`config.mk`:
```
export PLATFORM = sky130hd
export DESIGN_NAME = mnist_conv1_engine
export DESIGN_NICKNAME = d
export VERILOG_FILES = /design/src/rtl/mnist_conv1_engine_pkg.sv /design/src/rtl/mnist_conv1_engine_line_buffer.sv /design/src/rtl/mnist_conv1_engine.sv
export SDC_FILE = /design/constraint.sdc
export NUM_CORES = 1
export LEC_CHECK = 0
export CORE_UTILIZATION = 40
export CTS_BUF_LIST = sky130_fd_sc_hd__clkbuf_2 sky130_fd_sc_hd__clkbuf_4 sky130_fd_sc_hd__clkbuf_8
export CTS_CLUSTER_DIAMETER = 30
export DETAILED_ROUTE_END_ITERATION = 10
export PLACE_DENSITY = 0.79
export SKIP_LAST_GASP = 1
export SLEW_MARGIN = 10
export SYNTH_ARGS = -nofsm -noshare
export SYNTH_HDL_FRONTEND = slang
export SYNTH_SLANG_ARGS = --single-unit
```
`constraint.sdc`:
```
create_clock -name clk -period 4.9 [get_ports clk]
set_input_delay 0.98 -clock clk [delete_from_list [all_inputs] [get_ports clk]]
set_output_delay 0.98 -clock clk [all_outputs]
set_load 0.1 [all_outputs]
```
`src/rtl/mnist_conv1_engine_pkg.sv`:
```
// mnist_conv1_engine_pkg: shared sizes, FSM states and arithmetic helpers for the conv1 engine
package mnist_conv1_engine_pkg;
  localparam int IMG_W    = 28;
  localparam int K        = 5;
  localparam int OUT_W    = IMG_W - K + 1;
  localparam int PIX_BITS = 8;
  localparam int W_BITS   = 8;
  localparam int ACC_BITS = 21;
  localparam int OUT_BITS = 12;
  localparam int NF       = 3;
  localparam int NT       = K * K;
  localparam int LB_LEN   = (K - 1) * IMG_W + K;
  localparam int CW       = $clog2(IMG_W + 1);
  typedef enum logic [1:0] {SKIP, STREAM, DONE} state_e;
  // Both operands are widened to the accumulator width first so the product is full precision.
  function automatic logic signed [ACC_BITS-1:0] mac_term(input logic [PIX_BITS-1:0] p,
                                                          input logic signed [W_BITS-1:0] w);
    logic signed [ACC_BITS-1:0] pe, we;
    pe = {{(ACC_BITS-PIX_BITS){1'b0}}, p};
    we = {{(ACC_BITS-W_BITS){w[W_BITS-1]}}, w};
    return pe * we;
  endfunction
  // In range when every bit above the output sign bit matches it.
  function automatic logic signed [OUT_BITS-1:0] saturate(input logic signed [ACC_BITS-1:0] x);
    logic [ACC_BITS-OUT_BITS:0] hi;
    hi = x[ACC_BITS-1:OUT_BITS-1];
    return (&hi || ~|hi) ? x[OUT_BITS-1:0] : {x[ACC_BITS-1], {(OUT_BITS-1){~x[ACC_BITS-1]}}};
  endfunction
endpackage

```
`src/rtl/mnist_conv1_engine_line_buffer.sv`:
```
// mnist_conv1_engine_line_buffer: 117-pixel shift register presenting the 5x5 window taps
//   en_i   : shift in pix_i this edge
//   taps_o : window taps, tap i*5+j = pixel (r0+i, c0+j)
//   win_o  : registered strobe, taps hold a complete window
//   last_o : the pixel being sampled now is the last of the frame
module mnist_conv1_engine_line_buffer
  import mnist_conv1_engine_pkg::*;
(
  input  logic                          clk,
  input  logic                          rst_n,
  input  logic                          en_i,
  input  logic [PIX_BITS-1:0]           pix_i,
  output logic [NT-1:0][PIX_BITS-1:0]   taps_o,
  output logic                          win_o,
  output logic                          last_o
);
  logic [PIX_BITS-1:0] sr_q [LB_LEN];
  logic [CW-1:0] row_q, col_q;
  logic win_q;
  always_ff @(posedge clk)
    if (!rst_n) begin
      row_q <= '0;
      col_q <= '0;
      win_q <= 1'b0;
    end else begin
      win_q <= en_i && row_q >= CW'(K - 1) && col_q >= CW'(K - 1);
      if (en_i) begin
        col_q <= col_q == CW'(IMG_W - 1) ? '0 : col_q + 1'b1;
        row_q <= col_q == CW'(IMG_W - 1) ? row_q + 1'b1 : row_q;
      end
    end
  always_ff @(posedge clk)
    if (en_i) begin
      sr_q[0] <= pix_i;
      for (int n = 1; n < LB_LEN; n++) sr_q[n] <= sr_q[n-1];
    end
  // sr_q[0] is the newest pixel, so the window's top-left sits at the far end.
  for (genvar i = 0; i < K; i++) begin : g_r
    for (genvar j = 0; j < K; j++) begin : g_c
      assign taps_o[i*K+j] = sr_q[(K-1-i)*IMG_W + (K-1-j)];
    end
  end
  assign win_o  = win_q;
  assign last_o = en_i && row_q == CW'(IMG_W - 1) && col_q == CW'(IMG_W - 1);
endmodule

```
`src/rtl/mnist_conv1_engine.sv`:
```
// mnist_conv1_engine: three 5x5 valid-mode convolutions over a 28x28 pixel stream
//   data_in        : unsigned pixel, raster order, one per clock after the skip period
//   conv_out_1..3  : signed saturated filter results, held between valid pulses
//   valid_out_conv : one pulse per output triple, two edges after the window completes
//   W_INIT         : 75 signed Q1.7 weights, filter f tap t at bits (f*25+t)*8
//   B_INIT         : 3 signed biases in output units, filter f at bits f*12
module mnist_conv1_engine
  import mnist_conv1_engine_pkg::*;
#(
  parameter int                         FRAC_SHIFT  = 7,
  parameter int                         START_DELAY = 1,
  parameter logic [NF*NT*W_BITS-1:0]    W_INIT      = '0,
  parameter logic [NF*OUT_BITS-1:0]     B_INIT      = '0
) (
  input  logic                          clk,
  input  logic                          rst_n,
  input  logic [PIX_BITS-1:0]           data_in,
  output logic signed [OUT_BITS-1:0]    conv_out_1,
  output logic signed [OUT_BITS-1:0]    conv_out_2,
  output logic signed [OUT_BITS-1:0]    conv_out_3,
  output logic                          valid_out_conv
);
  state_e state_q;
  logic [7:0] skip_q;
  logic en, win, last, v1_q, valid_q;
  logic [NT-1:0][PIX_BITS-1:0] taps;
  always_ff @(posedge clk)
    if (!rst_n) begin
      state_q <= START_DELAY == 0 ? STREAM : SKIP;
      skip_q  <= '0;
    end else if (state_q == SKIP) begin
      skip_q  <= skip_q + 8'd1;
      state_q <= skip_q == 8'(START_DELAY - 1) ? STREAM : SKIP;
    end else if (state_q == STREAM && last)
      state_q <= DONE;
  assign en = state_q == STREAM;
  mnist_conv1_engine_line_buffer u_lb (
    .clk    (clk),
    .rst_n  (rst_n),
    .en_i   (en),
    .pix_i  (data_in),
    .taps_o (taps),
    .win_o  (win),
    .last_o (last)
  );
  // Stage 1 registers the adder tree, stage 2 the scaled, biased, saturated result.
  always_ff @(posedge clk)
    if (!rst_n) begin
      v1_q    <= 1'b0;
      valid_q <= 1'b0;
    end else begin
      v1_q    <= win;
      valid_q <= v1_q;
    end
  for (genvar f = 0; f < NF; f++) begin : g_f
    localparam logic [OUT_BITS-1:0] B = B_INIT[f*OUT_BITS +: OUT_BITS];
    logic signed [ACC_BITS-1:0] sum_d, acc_q;
    logic signed [OUT_BITS-1:0] res_d, out_q;
    always_comb begin
      sum_d = '0;
      for (int t = 0; t < NT; t++)
        sum_d = sum_d + mac_term(taps[t], W_INIT[(f*NT+t)*W_BITS +: W_BITS]);
    end
    always_comb res_d = saturate((acc_q >>> FRAC_SHIFT) + $signed({{(ACC_BITS-OUT_BITS){B[OUT_BITS-1]}}, B}));
    always_ff @(posedge clk)
      if (!rst_n) begin
        acc_q <= '0;
        out_q <= '0;
      end else begin
        acc_q <= sum_d;
        if (v1_q) out_q <= res_d;
      end
  end
  assign conv_out_1     = g_f[0].out_q;
  assign conv_out_2     = g_f[1].out_q;
  assign conv_out_3     = g_f[2].out_q;
  assign valid_out_conv = valid_q;
endmodule

```
* After elaboration in Yosys (flattened, before gate mapping)
Index checks and enable logic that the tools add are counted.
Widths: inputs -> output; s select.
** Word-level totals
- Register bits after elaboration :: 23
- Output and inout port bits :: 37
- Word-level logic and storage cells :: 28
** Operators by class
- Add/subtract/negate cells :: 3
- Order comparisons :: 2
- Eq/ne operators :: 3
- Mux-type cells :: 4
- Reductions and logical operators :: 9
** Operators by type and width (count)
- $add 5x1->5 const B :: 2
- $eq 5x5->1 const B :: 2
- $ge 5x3->1 const B :: 2
- $add 8x1->8 const B :: 1
- $logic_not 8->1 :: 1
- $logic_and 1x1->1 :: 5
- $mux 5 :: 1
- $mux 2 :: 2
- $eq 2x1->1 const B :: 1
- $logic_not 2->1 :: 1
- $reduce_and 2->1 :: 1
- $reduce_bool 2->1 :: 1
- $mux 1 :: 1

* Logic depth before layout (Yosys ltp)
Gate-level depths: netlist of the first run.
- Depth in word-level cells :: 6
- Depth in mapped cells :: 5
- Gate-level depth less buffers :: 4

* Modules after synthesis
From an unflattened synthesis of the first run, not the netlist that was laid out.
** Unflattened totals
- Cells, all modules :: 1256
- Area, all modules :: 30705.7 um2
** Modules (own cells, without submodules)
- mnist_conv1_engine_line_buffer :: instances 1, cells each 1157, area each 29854.9 um2
- mnist_conv1_engine :: instances 1, cells each 99, area each 850.8 um2

* Least setup slack after synthesis of the first run
OpenSTA, ideal clock, no wires.
- Path type :: register to output
- Start :: reg valid_q, in the netlist valid_out_conv
- End :: out valid_out_conv
- Arrival time :: 0.909 ns
- Setup slack :: 3.011 ns
- Stages on the path, launching flop included :: 1
- Path buffers :: 0
- Cells stage by stage :: dfxtp_1
** RTL lines
- start, declared :: RTL line mnist_conv1_engine.sv:25 : logic en, win, last, v1_q, valid_q;
- start signal, assigned :: RTL line mnist_conv1_engine.sv:53 : valid_q <= v1_q;
- end, declared :: RTL line mnist_conv1_engine.sv:21 : output logic valid_out_conv
No word-level cell between the ends.

* Final worst setup path of the first run
- Start :: reg valid_q, in the netlist valid_out_conv
- End :: out valid_out_conv
No word-level cell between the ends.

==> reports/qor.csv, run 1 <==
metric;value;unit
post-cts sizing count;0;
synthesis-to-finish area growth;-4.894;%
crit end category;output pin;
Worst path top cell family by delay;buffers and inverters;
setup repair bufs after CTS;0;
Worst-Skew Late Latency;310;ps
Final min period;2744;ps
Die W;60.21;um
most frequent cells in the layout;conb_1 (36), dfxtp_1 (23), a21oi_1 (13);
Routed wire per std cell;9.615;um
Post-synth EDFFs;0;
accumulated negative setup slack;0;ps
DIE AREA;3625;um^2
Buf/Inv on CP;1;
Post-Route WL;1.971;mm
CTS Root Cell;clkbuf_4;
Tightest Pin Transition;955.8;ps
vias in the first global route;763;
Synth Flop Type;dfxtp_1;
post-DP HPWL;1.391;mm
fmax;364.4;MHz
cts hold-fix bufs;0;
Pleak;0.0004865;uW
Worst Hold Class;reg -> reg;
FP Rows;20;
TritonCTS clock tree;done;
Final Wtd Congestion;0.7623;
CP max stage delay;1120;ps
first-pass GRT wire length;3.194;mm
DRC;0;
CTS buffer count;3;
Total GRT Usage;11.26;%
Seq cells post-synth;23;
Diodes inserted;0;
# H-tree levels;1;
Pre-antenna DRT Iters;4;
synthesized instance count;162;
PwrDens;415.1;nW/um^2
Die Height;60.21;um
WS Path Type;reg -> out;
DRT antenna net count;0;
clk_skew;6.412;ps
Setup-failing EPs final;0;
final hold vios;0;
initial DRC count;58;
most common cell after layout, fill and taps aside;conb_1;
worst path cell trace;clkdlybuf4s50_1;
Total Power;535.0;uW
CTS Sinks;23;
Max VDD drop;0.1265;mV
max cap viols;0;
Vias/cell;4.644;
RSZ-0062 raised after global routing;false;
Synth Area per Inst;8.365;um^2
Async S/R FF share, synth;0;%
layout cells sized above 1;2.484;%
CP Data Required Time;3920;ps
Distinct cells, synth;33;
register area share after synthesis;33.98;%
grt ovf;0;
Fillers;333;
largest net degree at the start of global routing;15;
Util after Layout;41.20;%
crit start category;flip-flop;
Clk pin slew, worst setup/hold paths;130;ps
Initial Util;43.32;%
vias after detailed routing;952;
core area;3128;um^2
run status;complete, no violations;
initial antenna violation count;0;
multi-input logic area;693.2;um^2
worst path arrival time;1760;ps
Nets;178;
CP max-delay cell;clkdlybuf4s50_1;
Crit Path Max Fanout;1;
final period utilization;56.00;%
Port Buffers;2;
clk buf depth;2;
yosys warns;0;
Pins Over Slew Limit;0;
num ports;47;
Netlist Area Pre-Place;1355;um^2
worst rel slew slack;36.08;%
register area;460.4;um^2
## cell families (layout without fill, tap and decap cells)
logic type | Yosys count | count (layout) | synth area share [%]
buf+inv | 50 | 14 | 24.56
xor+xnor | 4 | 4 | 2.586
flops | 23 | 23 | 33.98
mux | 1 | 1 | 0.7387
other cells | 1 | 36 | 0.2767
fa+ha+maj | 6 | 6 | 5.540
simple gates | 49 | 49 | 20.87
compound gates | 28 | 28 | 11.45
## through the flow
step	std cells	instance area, um^2	hold slack [ps]	worst slack, ps
floorplan	197	1486	411.9	3011
global placement	201	1259	414.5	2509
detailed placement	201	1259	420.4	2517
CTS	205	1289	441.5	2148
global route	205	1289	443.2	2101
finish	205	1289	442.3	2156
## cells in the mapped netlist, drive strengths merged (2+ instances only)
master   n  area [um^2]
o31ai    5        37.54
o21ai    9        45.04
inv      8        30.03
clkbuf   3        11.26
or3      3        18.77
nor4     4        25.02
nor2     5        18.77
ha       6        75.07
nand4    2        12.51
nand2b   2        12.51
a21oi   13        65.06
or4      5        37.54
nor3     2        10.01
xnor2    3        26.28
nand2   10        37.54
and2     2        12.51
buf     39        291.5
nand3b   2        15.01
dfxtp   23        460.4
nand3    5        25.02
## worst paths after layout
| kind | cells after the start | startpoint | slack [ps] | end |
|---|---|---|---|---|
| worst max-delay path | 1 | valid_out_conv | 2160 | valid_out_conv |
| worst min-delay path | 1 | u_lb.win_o | 440 | v1_q |
| worst max register to register | 4 | u_lb.col_q[0] | 3150 | u_lb.row_q[4] |
| worst min register to register | 1 | u_lb.win_o | 440 | v1_q |
## per-layer routing
metal  vias to the layer above  track usage, %  part of all wire (%)
met5                         -               0                     0
met4                         0           3.987                   1.1
met3                         4           1.299                   3.1
met2                        23           18.52                    47
met1                       443           15.01                    49
li1                        482               -                     -
## cell type report
class	count	share of cell area (%)
inverters	8	2.330
multi-input cells	124	53.79
clock buffers	3	1.748
flip-flops and latches	23	35.73
repair buffers	2	1.553
clock inverters	1	0.5825
well taps	44	4.272
## flip-flops by register name (all words and copies together) (netlist names)
| register | count |
|---|---|
| valid_out_conv | 1 |
| u_lb.col_q | 5 |
| u_lb.row_q | 5 |
| skip_q | 8 |
| state_q | 2 |
| v1_q | 1 |
| u_lb.win_o | 1 |
## where the power goes
group	total, uW	switching, uW	internal (uW)
Combinational	207	170	37.2
Clock	90.8	59.6	31.1
Sequential	237	29.0	208
Note: power is estimated with default switching activity, not from simulation.
==> run 2: changes to the inputs <==
--- a/config.mk
+++ b/config.mk
@@ -9,7 +9,7 @@
 export CTS_BUF_LIST = sky130_fd_sc_hd__clkbuf_2 sky130_fd_sc_hd__clkbuf_4 sky130_fd_sc_hd__clkbuf_8
 export CTS_CLUSTER_DIAMETER = 30
 export DETAILED_ROUTE_END_ITERATION = 10
-export PLACE_DENSITY = 0.79
+export PLACE_DENSITY = 0.82
 export SKIP_LAST_GASP = 1
 export SLEW_MARGIN = 10
 export SYNTH_ARGS = -nofsm -noshare
==> constraint.sdc (replaced) <==
create_clock -name clk -period 2.5 [get_ports clk]
set_input_delay 0.5 -clock clk [delete_from_list [all_inputs] [get_ports clk]]
set_output_delay 0.5 -clock clk [all_outputs]
set_load 0.1 [all_outputs]
==> run 2 against run 1 <==
Compared with the run above: first-iteration DRC count grew 24%; worst hold slack improved by 16 ps; clock skew barely moved; largest cell class unchanged; routed wire length rose by 3.2%; global-route usage up 0.60 points.
==> reports/qor.csv, run 2 (synthesis results as in run 1) <==
metric;value;unit
Die Height;60.21;um
Clk pin slew, worst setup/hold paths;120;ps
Total Power;1058;uW
P_int;554.8;uW
multi-input logic area;693.2;um^2
Fillers;316;
Routed wire per std cell;9.927;um
Largest regs;skip_q x8, u_lb.col_q x5, u_lb.row_q x5;
GRT met3 Usage;3.896;%
DIE AREA;3625;um^2
Hold Path Depth;1;
Final min period;1763;ps
Pleak;0.0004930;uW
post-DP HPWL;1.462;mm
clk buf depth;2;
CP Data Required Time;2750;ps
Diodes inserted;0;
max cap viols;0;
first-pass GRT wire length;3.263;mm
# H-tree levels;1;
CTS buffer count;3;
crit start category;flip-flop;
clk_skew;6.081;ps
Total GRT Usage;11.86;%
final period utilization;70.51;%
register area;460.4;um^2
met2 usage;20.57;%
Setup-failing EPs final;0;
cts hold-fix bufs;0;
worst path arrival time;2010;ps
DRT antenna net count;0;
Clock power frac;17.1;%
RSZ-0062 raised after global routing;false;
Worst Hold Class;reg -> reg;
share of power burned in combinational logic;39.3;%
CTS Root Cell;clkbuf_4;
DRC;0;
Final Wtd Congestion;0.7545;
Max VDD drop;0.2831;mV
crit end category;flip-flop;
worst-case reg-to-reg path depth;4;
vias in the first global route;754;
num ports;47;
WS Path Type;reg -> reg;
flop2flop setup slack;740;ps
post-cts sizing count;0;
vias after detailed routing;950;
CTS Sinks;23;
Worst R2R End;u_lb.row_q[4];
Initial Util;43.32;%
Switching Fraction;47.56;%
grt ovf;0;
most frequent cells in the layout;conb_1 (36), dfxtp_1 (23), a21oi_1 (13);
fmax;567.3;MHz
Pins Over Slew Limit;0;
Vias/cell;4.634;
Die W;60.21;um
most common cell after layout, fill and taps aside;conb_1;
run status;complete, no violations;
initial DRC count;72;
FP Rows;20;
max reg flops;8;
sw power;503.1;uW
Crit Path Max Fanout;10;
Worst Hold Launch;v1_q;
Most Crowded Layer GR;met2;
layout cells sized above 1;3.106;%
final hold vios;0;
Post-Route WL;2.035;mm
met1 GRT Util;14.55;%
Nets;178;
sequential fraction of design power;43.6;%
Worst Hold End;valid_out_conv;
reg2reg start;u_lb.col_q[0];
PwrDens;822.5;nW/um^2
synthesis-to-finish area growth;-5.079;%
setup repair bufs after CTS;0;
largest net degree at the start of global routing;15;
most flop-heavy register;skip_q;
Port Buffers;2;
Pre-antenna DRT Iters;4;
initial antenna violation count;0;
core area;3128;um^2
accumulated negative setup slack;0;ps
Worst-Skew Late Latency;310;ps
TritonCTS clock tree;done;
==> run 2: changes by cell type in the layout (fill, tap and decap cells not counted), sizes merged <==
cell and change:
buf +1, clkbuf +1, clkdlybuf4s50 -1, clkinvlp -1
==> run 2: metal layers <==
metal,vias to the layer above,wire [um]
li1,485,-
met4,0,0
met5,-,0
met1,442,987
met3,0,93
met2,23,954
==> run 2: power groups by stage <==
| stage | clock (uW) | combinational [uW] | sequential [uW] |
|---|---|---|---|
| floorplan | 0 | 453 | 447 |
| global placement | 0 | 403 | 468 |
| detailed placement | 0 | 410 | 470 |
| CTS | 185 | 412 | 461 |
| global route | 206 | 447 | 471 |
| finish | 181 | 416 | 462 |
==> run 2: through the flow <==
stage                     setup slack (ps)  instances  hold WS [ps]  cell area, um^2  util (%)
after floorplan                      906.0        197         411.9             1486         -
after global placement               684.9        201         414.8             1256     40.16
after detailed placement             634.8        201         427.6             1256     40.16
after CTS                            707.3        205         455.4             1286     41.12
after global routing                 528.9        205         468.8             1286     41.12
final                                737.2        205         458.1             1286     41.12
==> run 2: worst max path at each step <==
stage	startpoint	depth (start not counted)	to	slack (ps)
detailed placement	rst_n	3	u_lb.win_o	630
CTS	u_lb.col_q[0]	4	u_lb.row_q[4]	710
global route	u_lb.col_q[0]	4	u_lb.row_q[4]	530
finish	u_lb.col_q[0]	4	u_lb.row_q[4]	740
global placement	rst_n	3	u_lb.win_o	680
floorplan	state_q[0]	5	skip_q[7]	910
==> run 2: area by class of cell <==
class / count / area share (%)
timing repair buffer: 2 / 1.362
sequential: 23 / 35.80
inverter: 8 / 2.335
clock buffer: 4 / 2.335
multi-input combinational: 124 / 53.89
tap: 44 / 4.280
==> run 2: worst max-delay path, cell delays in order (launching register included) <==
cell and delay [ps]:
dfxtp_1 410, ha_1 220, nand4b_1 330, or4_1 600, a21oi_1 140
